**src/rtl/mem_access_unit.sv**
```systemverilog
// mem_access_unit: one-at-a-time load/store to RAM port B; rsp after load 2+RAM_LATENCY, store 2, error 1 cycle.
// No rsp backpressure (req_ready only in IDLE); define MMIO_LED_EN for the led_out MMIO register.
module mem_access_unit #(
  parameter int unsigned DMEM_WORDS  = 256,
  parameter int unsigned RAM_LATENCY = 1,
  parameter logic [31:0] MMIO_ADDR   = 32'h0000_01FC
) (
  input  logic        clk,
  input  logic        reset,
  input  logic        req_valid,
  output logic        req_ready,
  input  logic        req_we,
  input  logic [2:0]  req_funct3,
  input  logic [31:0] req_addr,
  input  logic [31:0] req_wdata,
  output logic        rsp_valid,
  output logic [31:0] rsp_rdata,
  output logic        rsp_err,
  output logic [31:0] ram_addr,
  output logic [3:0]  ram_web,
  output logic [31:0] ram_din,
  input  logic [31:0] ram_dout
`ifdef MMIO_LED_EN
  ,
  output logic [15:0] led_out
`endif
);

  typedef enum logic [1:0] {S_IDLE, S_ISSUE, S_WAIT, S_RESP} state_t;

  localparam int unsigned LAT_W = $clog2(RAM_LATENCY + 1);
  localparam logic [LAT_W-1:0] LAT_LAST = LAT_W'(RAM_LATENCY - 1);
  localparam logic [32:0] DMEM_BYTES = 33'(DMEM_WORDS) << 2;
`ifdef MMIO_LED_EN
  localparam bit MMIO_EN = 1'b1;
`else
  localparam bit MMIO_EN = 1'b0;
`endif

  state_t           r_state, w_state_nxt;
  logic             r_we;
  logic [2:0]       r_funct3;
  logic [3:0]       r_mask;
  logic             r_mmio;
  logic [LAT_W-1:0] r_lat_cnt;

  logic        w_req_mmio, w_chk_fail;
  logic [3:0]  w_mask;
  logic [31:0] w_din, w_word, w_load;
  logic [7:0]  w_byte;
  logic [15:0] w_half;

  // Request checks, evaluated on the unregistered request at accept time
  assign w_req_mmio = MMIO_EN && (req_addr == MMIO_ADDR);
  assign w_chk_fail = (req_funct3 == 3'd3) || (req_funct3[2:1] == 2'b11)
                    || (req_we && req_funct3[2])
                    || ((req_funct3[1:0] == 2'b01) && req_addr[0])
                    || ((req_funct3 == 3'd2) && (req_addr[1:0] != 2'b00))
                    || (({1'b0, req_addr} >= DMEM_BYTES) && !w_req_mmio);

  always_comb begin
    w_mask = 4'b1111;
    w_din  = req_wdata;
    case (req_funct3[1:0])
      2'b00: begin
        w_mask = 4'b0001 << req_addr[1:0];
        w_din  = {4{req_wdata[7:0]}};
      end
      2'b01: begin
        w_mask = 4'b0011 << req_addr[1:0];
        w_din  = {2{req_wdata[15:0]}};
      end
      default: ;
    endcase
  end

`ifdef MMIO_LED_EN
  logic [15:0] r_led;
  assign led_out = r_led;
  assign w_word  = r_mmio ? {16'h0000, r_led} : ram_dout;

  always_ff @(posedge clk or negedge reset) begin
    if (!reset) begin
      r_led <= 16'h0000;
    end else if (r_state == S_ISSUE && r_we && r_mmio) begin
      if (r_mask[0]) r_led[7:0]  <= ram_din[7:0];
      if (r_mask[1]) r_led[15:8] <= ram_din[15:8];
    end
  end
`else
  assign w_word = ram_dout;
`endif

  always_comb begin
    w_load = 32'h0;
    w_half = ram_addr[1] ? w_word[31:16] : w_word[15:0];
    case (ram_addr[1:0])
      2'd0:    w_byte = w_word[7:0];
      2'd1:    w_byte = w_word[15:8];
      2'd2:    w_byte = w_word[23:16];
      default: w_byte = w_word[31:24];
    endcase
    case (r_funct3)
      3'd0:    w_load = {{24{w_byte[7]}}, w_byte};
      3'd1:    w_load = {{16{w_half[15]}}, w_half};
      3'd2:    w_load = w_word;
      3'd4:    w_load = {24'h0, w_byte};
      3'd5:    w_load = {16'h0, w_half};
      default: w_load = 32'h0;
    endcase
  end

  always_ff @(posedge clk or negedge reset) begin
    if (!reset) r_state <= S_IDLE;
    else        r_state <= w_state_nxt;
  end

  // web is decoded from state so reset clears it without waiting for a clock
  always_comb begin
    w_state_nxt = r_state;
    req_ready   = 1'b0;
    rsp_valid   = 1'b0;
    ram_web     = 4'b0000;
    case (r_state)
      S_IDLE: begin
        req_ready = 1'b1;
        if (req_valid) w_state_nxt = w_chk_fail ? S_RESP : S_ISSUE;
      end
      S_ISSUE: begin
        if (r_we) begin
          if (!r_mmio) ram_web = r_mask;
          w_state_nxt = S_RESP;
        end else begin
          w_state_nxt = S_WAIT;
        end
      end
      S_WAIT: begin
        if (r_lat_cnt == LAT_LAST) w_state_nxt = S_RESP;
      end
      S_RESP: begin
        rsp_valid   = 1'b1;
        w_state_nxt = S_IDLE;
      end
      default: w_state_nxt = S_IDLE;
    endcase
  end

  always_ff @(posedge clk or negedge reset) begin
    if (!reset) begin
      r_we      <= 1'b0;
      r_funct3  <= 3'd0;
      r_mask    <= 4'b0000;
      r_mmio    <= 1'b0;
      r_lat_cnt <= '0;
      ram_addr  <= 32'h0;
      ram_din   <= 32'h0;
      rsp_rdata <= 32'h0;
      rsp_err   <= 1'b0;
    end else begin
      case (r_state)
        S_IDLE: begin
          if (req_valid) begin
            r_we      <= req_we;
            r_funct3  <= req_funct3;
            r_mask    <= w_mask;
            r_mmio    <= w_req_mmio;
            r_lat_cnt <= '0;
            if (w_chk_fail) begin
              rsp_err   <= 1'b1;
              rsp_rdata <= 32'h0;
            end else begin
              ram_addr <= req_addr;
              if (req_we) ram_din <= w_din;
            end
          end
        end
        S_ISSUE: begin
          if (r_we) begin
            rsp_err   <= 1'b0;
            rsp_rdata <= 32'h0;
          end
        end
        S_WAIT: begin
          r_lat_cnt <= r_lat_cnt + LAT_W'(1);
          if (r_lat_cnt == LAT_LAST) begin
            rsp_rdata <= w_load;
            rsp_err   <= 1'b0;
          end
        end
        default: ;
      endcase
    end
  end

endmodule
```
**config.mk**
```make
export PLATFORM = sky130hd
export DESIGN_NAME = mem_access_unit
export DESIGN_NICKNAME = d
export VERILOG_FILES = /design/src/rtl/mem_access_unit.sv
export SDC_FILE = /design/constraint.sdc
export NUM_CORES = 1
export LEC_CHECK = 0
export CORE_UTILIZATION = 44
export CTS_BUF_LIST = sky130_fd_sc_hd__clkbuf_16
export DETAILED_ROUTE_END_ITERATION = 7
export GPL_TIMING_DRIVEN = 0
export PLACE_DENSITY = 0.77
export SLEW_MARGIN = 20
export SYNTH_ARGS = -nofsm -noshare
export SYNTH_HDL_FRONTEND = slang
export SYNTH_SLANG_ARGS = --single-unit
```
**constraint.sdc**
```tcl
create_clock -name clk -period 2.65 [get_ports clk]
set_input_delay 0.3975 -clock clk [delete_from_list [all_inputs] [get_ports clk]]
set_output_delay 0.3975 -clock clk [all_outputs]
set_load 0.01 [all_outputs]
```
Yosys cells after proc, flatten, opt, wreduce, memory -nomap -nowiden. Index checks and enable logic that the tools add are counted.

Memories kept: 0. Bits in writable memories: 0. Bits in read-only memories: 0. Bits in registers: 108. Word-level logic and storage cells: 78. Bits of input ports: 103. Latch bits: 0. Output and inout port bits: 103.

Bitwise gates (word level): 1. Equality and inequality tests: 17. Muxes and demuxes: 26. Reduce and logical (&&, ||, !) cells: 21. Divide/modulo/power cells: 0. Shift operators: 2. Add/sub/neg operators: 1. Magnitude comparators: 1. Multipliers: 0.

Operators by type and width (count): 32-bit one-hot mux with 5 select lines (1); 32-bit two-way mux (4); 32-bit one-hot mux with 3 select lines (1); 32-bit one-hot mux with 2 select lines (1); 32-bit by 11-bit greater-or-equal comparator with 1-bit output (second input constant) (1); 8-bit one-hot mux with 3 select lines (1); 16-bit two-way mux (1); 3-bit by 2-bit equality test with 1-bit output (second input constant) (3); 2-bit equality test (second input constant) (4); 1-bit two-way mux (8); 4-bit two-way mux (2); 2-bit != test (second input constant) (4); 2-bit one-hot mux with 4 select lines (1); 4-bit one-hot mux with 2 select lines (1); 2-bit by 1-bit equality test with 1-bit output (second input constant) (3); 3-bit equality test (second input constant) (2); 2-bit logical NOT (3); 2-bit two-way mux (3); 2-bit AND reduction (3); 1-bit logical OR (5); 5-bit AND reduction (1); 4-bit AND reduction (1); 2-bit nonzero test (2); 1-bit by 2-bit left shift with 4-bit output (first input constant) (1); 10 further kinds (12).

Longest topological paths before layout. Gate-level depths: netlist (run 1).

Depth in word-level cells: 9. Mapped depth: 9. Gate-level depth less buffers: 7.

Worst setup path after synthesis (run 1). Ideal clock, no wire load.

Path type: reg2reg. Start point: reg r_state[0]. End point: reg ram_din[0]. Path slack: 0.346 ns. Setup time: 0.125 ns. Arrival: 2.179 ns. Clock period less this slack: 2.304 ns. Data required time: 2.525 ns. Buffers on the path: 1. Stages on the path, launching flop included: 8. Cells stage by stage: dfrtp_1 inv_1 ha_1 nor4b_2 o211ai_1 or4_4 buf_6 mux2_4.

Cells in the longest elaborated chain, start to end: 2.

Ends and longest elaborated chain: start: declaration (line 40) `state_t r_state, w_state_nxt;`; start signal: assignment (line 115) `else r_state <= w_state_nxt;`; 2-bit logical NOT (line 160) `case (r_state)`; 4-bit AND reduction (no source line); end signal: assignment (line 173) `if (req_we) ram_din <= w_din;`; end: declaration (line 21) `output logic [31:0] ram_din,`.

Every way passes these cells. A chain may end at the register's enable or synchronous reset.

Worst setup path in the final report (run 1).
Start point: in req_addr[25]. End point: reg rsp_rdata[28].

Cells in the longest elaborated chain, start to end: 4.

Ends and longest elaborated chain: start: declaration (line 14) `input logic [31:0] req_addr,`; 32-bit by 11-bit greater-or-equal comparator with 1-bit output (line 59) `|| (({1'b0, req_addr} >= DMEM_BYTES) && !w_req_mmio);`; 1-bit logical OR (line 59); 2-bit != test (no source line); 5-bit AND reduction (no source line); end signal: assignment (line 186) `rsp_rdata <= w_load;`; end: declaration (line 17) `output logic [31:0] rsp_rdata,`.

Every way passes these cells.

==> results of run 1 <==
==> power by group <==
| part | switching (mW) | internal [mW] |
|---|---|---|
| logic | 1.22 | 1.27 |
| clock network | 0.579 | 0.816 |
| registers | 0.210 | 1.95 |
| total | 2.01 | 4.04 |
==> through the flow <==
step                area, um^2  std cells  setup TNS, ns  utilization, %
finish                    7980        854              0            68.4
global route              7980        854              0            68.4
CTS                       7960        854              0            68.2
detailed placement        7630        838         -11.05            65.4
global placement          7600        837        -317.08            65.2
floorplan                 5370        489              0               -
==> logic make-up (layout without fill, tap and decap cells) <==
kind of cell | Yosys count | in the layout | share of synthesized area [%]
simple gates | 146 | 146 | 13.3
flops | 108 | 108 | 50.3
mux | 103 | 103 | 22.5
compound gates | 95 | 95 | 9.90
buf+inv | 33 | 255 | 3.10
fa+ha+maj | 4 | 4 | 0.932
==> routing by layer <==
metal	share of wire, %	global-route usage (%)
met1	42	32.7
met2	47	42.1
met3	8.8	9.45
met4	1.6	7.91
met5	0	0
==> cell type report <==
cell class                 count  area, um^2  area share (%)
buffer                        28         148            1.85
clock buffer                   9         225            2.82
clock inverter                 6        81.3            1.02
inverter                       5        18.8           0.235
multi-input combinational    348        2530            31.7
sequential                   108        2700            33.9
tap                          143         179            2.24
timing repair buffer         207        2090            26.2
==> flip-flops by register name, indices dropped and copies added, names as in the netlist <==
name and flops:
r_funct3 3, r_lat_cnt 1, r_we 1, ram_din 32
rsp_err 1, r_mask 4, ram_addr 32, rsp_rdata 32
r_state 2
==> path summary, 6_finish.rpt <==
check,cells past startpoint,from,endpoint
max,7,req_addr[25],rsp_rdata[28]$_DFFE_PN0P_
min in group asynchronous,2,reset,ram_addr[31]$_DFFE_PN0P_
min,1,r_lat_cnt$_DFFE_PN0P_,r_lat_cnt$_DFFE_PN0P_
max in group asynchronous,3,reset,ram_addr[28]$_DFFE_PN0P_
min reg2reg,1,r_lat_cnt$_DFFE_PN0P_,r_lat_cnt$_DFFE_PN0P_
max reg2reg,9,r_state[1]$_DFFE_PN0P_,ram_din[22]$_DFFE_PN0P_
==> cells in the final DEF (no fill, tap or decap), types with 17 or more instances in the layout <==
master / Yosys / routed
clkdlybuf4s50_1: 0 / 204
dfrtp_1: 108 / 108
nand2_1: 58 / 58
a21oi_1: 48 / 48
mux2i_1: 41 / 41
nor2_1: 38 / 38
mux2_1: 31 / 31
nor2b_1: 25 / 25
o21ai_1: 24 / 24
mux2_2: 17 / 17
==> timing repair <==
item / 4_1_cts / 5_1_grt
hold buffers: 1 / 0
endpoints found under the setup margin: 36 / 57
hold endpoints to repair: 29 / 0
resized for setup: 2 / 3
==> results.toml, run 1 <==
[timing]
fin_crit_sh_pct = 95.1
period_needed_ns = 2.52
finalSetupViolCount = 0
layout_setup_ws_ns = 0.129
slew_viol_final = 0
rsz0062_at_grt = "no"
fmax_mhz = 397
worst_slew_pin_slew_ns = 0.988
timing.hold.ws_ns = 0.476
finalHoldViolations = 0
clock-skew-final_ns = 0.00888
slew-limit-headroom_pct = 33.9

[clocking]
ctsLongestPathBuffers = 2
numClockSinks = 108
clock_latency_ns = 0.35
clk_pin_slew_ns = 0.07
h-tree-depth = 3
post-cts-setup-buffer-count = 0
clockRootBuffer = "clkbuf_16"
numCtsBuffers = 9
tritoncts = "built"

[floorplanning]
dieWidth_um = 112
start_util_pct = 46.0
core_mm2 = 0.0117
row_count = 39
die_height_um = 112
die_area_mm2 = 0.0126
ios = 206

[placed_design]
globalplace.congestion = 0.887
portBuffers = 205
pre_cts_slack_ns = -0.297
dp_hpwl_um = 12000

[pwr]
power_mw = 6.04
p_per_area_mw_per_mm2 = 758
p_leak_nw = 3.51
ir_drop_mv = 0.323

[synth]
synthArstFlopShare_pct = 100
ys_types = 45
yosys_warnings = 0
syn_area_mm2 = 0.00537
ys_seq_area_share_pct = 50.3
synth_edf_count = 0
synth_common_cells = "dfrtp_1 (108), nand2_1 (58), a21oi_1 (48)"
ys.flop_type = "dfrtp_1"
synth_most_common_cell = "dfrtp_1"
synth_fp_nets = 596
netlist.area_leader.share_pct = 50.3
yosys.area.top_type = "dfrtp_1"
synth.area.top_cells = "dfrtp_1 (50%), mux2i_1 (7.6%), mux2_1 (6.5%)"
synth-seq-cells = 108
syn_area_per_cell_um2 = 11.0
netlist_instances = 489

[global_route]
grt_overflow = 0
antenna_found_initial = 0
grt_pass1_wl_um = 25200
grt.total_usage_pct = 26.0
grt_pass1_vias = 4832
grt_max_degree = 80

[critical_path]
crit_type = "in2reg"
cp_num_buf_inv = 2
critPathLaunchType = "input port"
cp_slowest_cell = "nor4_4"
cp.required_ns = 2.88
critPathTopFamily = "simple AND/OR/NAND/NOR gates"
cp_max_fo = 10
crit_chain = "clkdlybuf4s50_1 -> nor4_1 -> nand4_1 -> nor4_4 -> nor3_2 -> buf_6 -> mux2_1"
ff2ff_setup_slack_ns = 0.16
worst_ep_arrival_time_ns = 2.75
critPathMaxStageDelay_ns = 0.51
cp-end-kind = "flip-flop"

[drt]
wl_per_cell_um = 18.3
drtIter0Drc = 224
firstDrtPassIters = 4
ant_nets = 0
wl_um = 15600
drcViolationCount = 0
vias_per_cell = 5.47
via_count = 4673

[finish]
drive_gt1_share_pct = 9.28
nets = 814
antenna_cells = 0
synthToLayoutAreaGrowth_pct = 48.5
nFillCells = 893

[worst_hold_path]
hp-class = "reg2reg"

[run]
drv_cap = 0

[run_status]
outcome = "finished clean"
(Power assumes the default switching activity.)
==> run 2: changes to the inputs <==
Settings changed: CORE_ASPECT_RATIO set to 1.5.
==> results.toml, run 2 (same netlist as run 1, synthesis figures left out) <==
[run_status]
outcome = "finished clean"

[floorplanning]
ios = 206
start_util_pct = 44.9
core_mm2 = 0.0120
row_count = 49
die_area_mm2 = 0.0127
dieWidth_um = 92.2
die_height_um = 137

[critical_path]
cp-end-kind = "flip-flop"
critPathMaxStageDelay_ns = 0.58
crit_type = "in2reg"
cp_slowest_cell = "clkdlybuf4s50_1"
crit_end = "ram_din[25]$_DFFE_PN0P_"
reg2reg_depth = 9
startpoint = "req_addr[0]"
reg2reg_from = "r_state[0]$_DFFE_PN0P_"
cp_num_buf_inv = 3
cp_num_cells = 8
r2r-end = "ram_din[25]$_DFFE_PN0P_"
ff2ff_setup_slack_ns = 0.20
crit_chain = "clkdlybuf4s50_1 -> nor4_1 -> o211ai_1 -> or4_4 -> buf_6 -> buf_2 -> nand2_1 -> o21ai_1"
worst_ep_arrival_time_ns = 2.67
cp.required_ns = 2.86
cp_max_fo = 10
critPathTopFamily = "simple AND/OR/NAND/NOR gates"
critPathLaunchType = "input port"

[placed_design]
dp_hpwl_um = 11800
portBuffers = 205
place_area_mm2 = 0.00764
globalplace.congestion = 0.855

[global_route]
antenna_found_initial = 0
grt_pass1_wl_um = 24000
grt.total_usage_pct = 24.5
grt_max_degree = 64
grt_overflow = 0
grt_pass1_vias = 4853

[timing]
fmax_mhz = 407
rsz0062_at_grt = "no"
slew-limit-headroom_pct = 38.2
finalHoldViolations = 0
fin_crit_sh_pct = 92.7
clock-skew-final_ns = 0.00482
slew_viol_final = 0
period_needed_ns = 2.46
tns_ns = 0
finalSetupViolCount = 0
worst_slew_pin_slew_ns = 0.923

[worst_hold_path]
hp-class = "reg2reg"
hp-start = "r_lat_cnt$_DFFE_PN0P_"

[finish]
fin_area_mm2 = 0.00797
drive_gt1_share_pct = 9.13
top_regs = "ram_addr x32, ram_din x32, rsp_rdata x32"
regArea_mm2 = 0.00270
layout_commonest_cell = "clkdlybuf4s50_1"
synthToLayoutAreaGrowth_pct = 48.4
antenna_cells = 0
multi_input_area_mm2 = 0.00253
nets = 814
utilization_pct = 66.6
final_cell_mix = "clkdlybuf4s50_1 (204), dfrtp_1 (108), nand2_1 (58)"
nFillCells = 978

[drt]
drcViolationCount = 0
vias_per_cell = 5.29
wl_per_cell_um = 17.5
drtIter0Drc = 171
via_count = 4577
firstDrtPassIters = 4
ant_nets = 0
wl_um = 15100

[clocking]
numClockSinks = 108
clk_pin_slew_ns = 0.07
tritoncts = "built"
clockRootBuffer = "clkbuf_16"
h-tree-depth = 3
clock_latency_ns = 0.34
numCtsBuffers = 9
ctsLongestPathBuffers = 2

[pwr]
p_leak_nw = 3.50
p_per_area_mw_per_mm2 = 748
ir_drop_mv = 0.383

[run]
drv_cap = 0
run 2: cell type report:
class,count,share of cell area (%)
Clock buffer,9,2.83
Buffer,28,1.85
Timing Repair Buffer,207,26.2
Multi-Input combinational cell,348,31.8
Tap cell,153,2.40
Inverter,5,0.236
Sequential cell,108,33.9
Clock inverter,7,0.769
run 2: worst min path at each step:
stage                               to  slack [ns]  cells past startpoint
6_report         r_lat_cnt$_DFFE_PN0P_        0.48                      1
5_1_grt          r_lat_cnt$_DFFE_PN0P_        0.50                      1
4_1_cts          r_lat_cnt$_DFFE_PN0P_        0.48                      1
3_5_place_dp   ram_din[20]$_DFFE_PN0P_        0.36                      1
3_3_place_gp     r_mask[1]$_DFFE_PN0P_        0.46                      2
2_1_floorplan  r_funct3[0]$_DFFE_PN0P_        0.10                      0
run 2: where the power goes:
group,leakage [nW],switching [mW],total (mW),internal [mW]
clock network,0.145,0.596,1.32,0.722
registers,1.48,0.211,2.16,1.95
logic,1.88,1.21,2.48,1.27
total,3.50,2.02,5.96,3.94
run 2: through the flow:
| step | total power [mW] | cells | hold slack (ns) | setup WS, ns |
|---|---|---|---|---|
| 6_report | 5.96 | 865 | 0.477 | 0.192 |
| 2_1_floorplan | 3.58 | 489 | 0.102 | 0.346 |
| 3_5_place_dp | 4.65 | 848 | 0.364 | -0.234 |
| 3_3_place_gp | 4.58 | 847 | 0.464 | -2.73 |
| 4_1_cts | 6.00 | 865 | 0.480 | 0.0613 |
| 5_1_grt | 6.32 | 865 | 0.502 | 0.0110 |
run 2: layer usage:
layer / vias up / track usage [%] / share of wire (%)
li1: 2149 / - / -
met1: 2230 / 28.1 / 38
met2: 179 / 44.1 / 54
met3: 19 / 6.46 / 6.9
met4: 0 / 7.90 / 1.6
met5: - / 0 / 0
run 2: what timing repair did:
action | in CTS | in global routing
endpoints found under the hold margin | 4 | 0
gates resized for setup | 2 | 2
setup buffers | 0 | 0
endpoints found under the setup margin | 8 | 40
hold buffers | 1 | 0
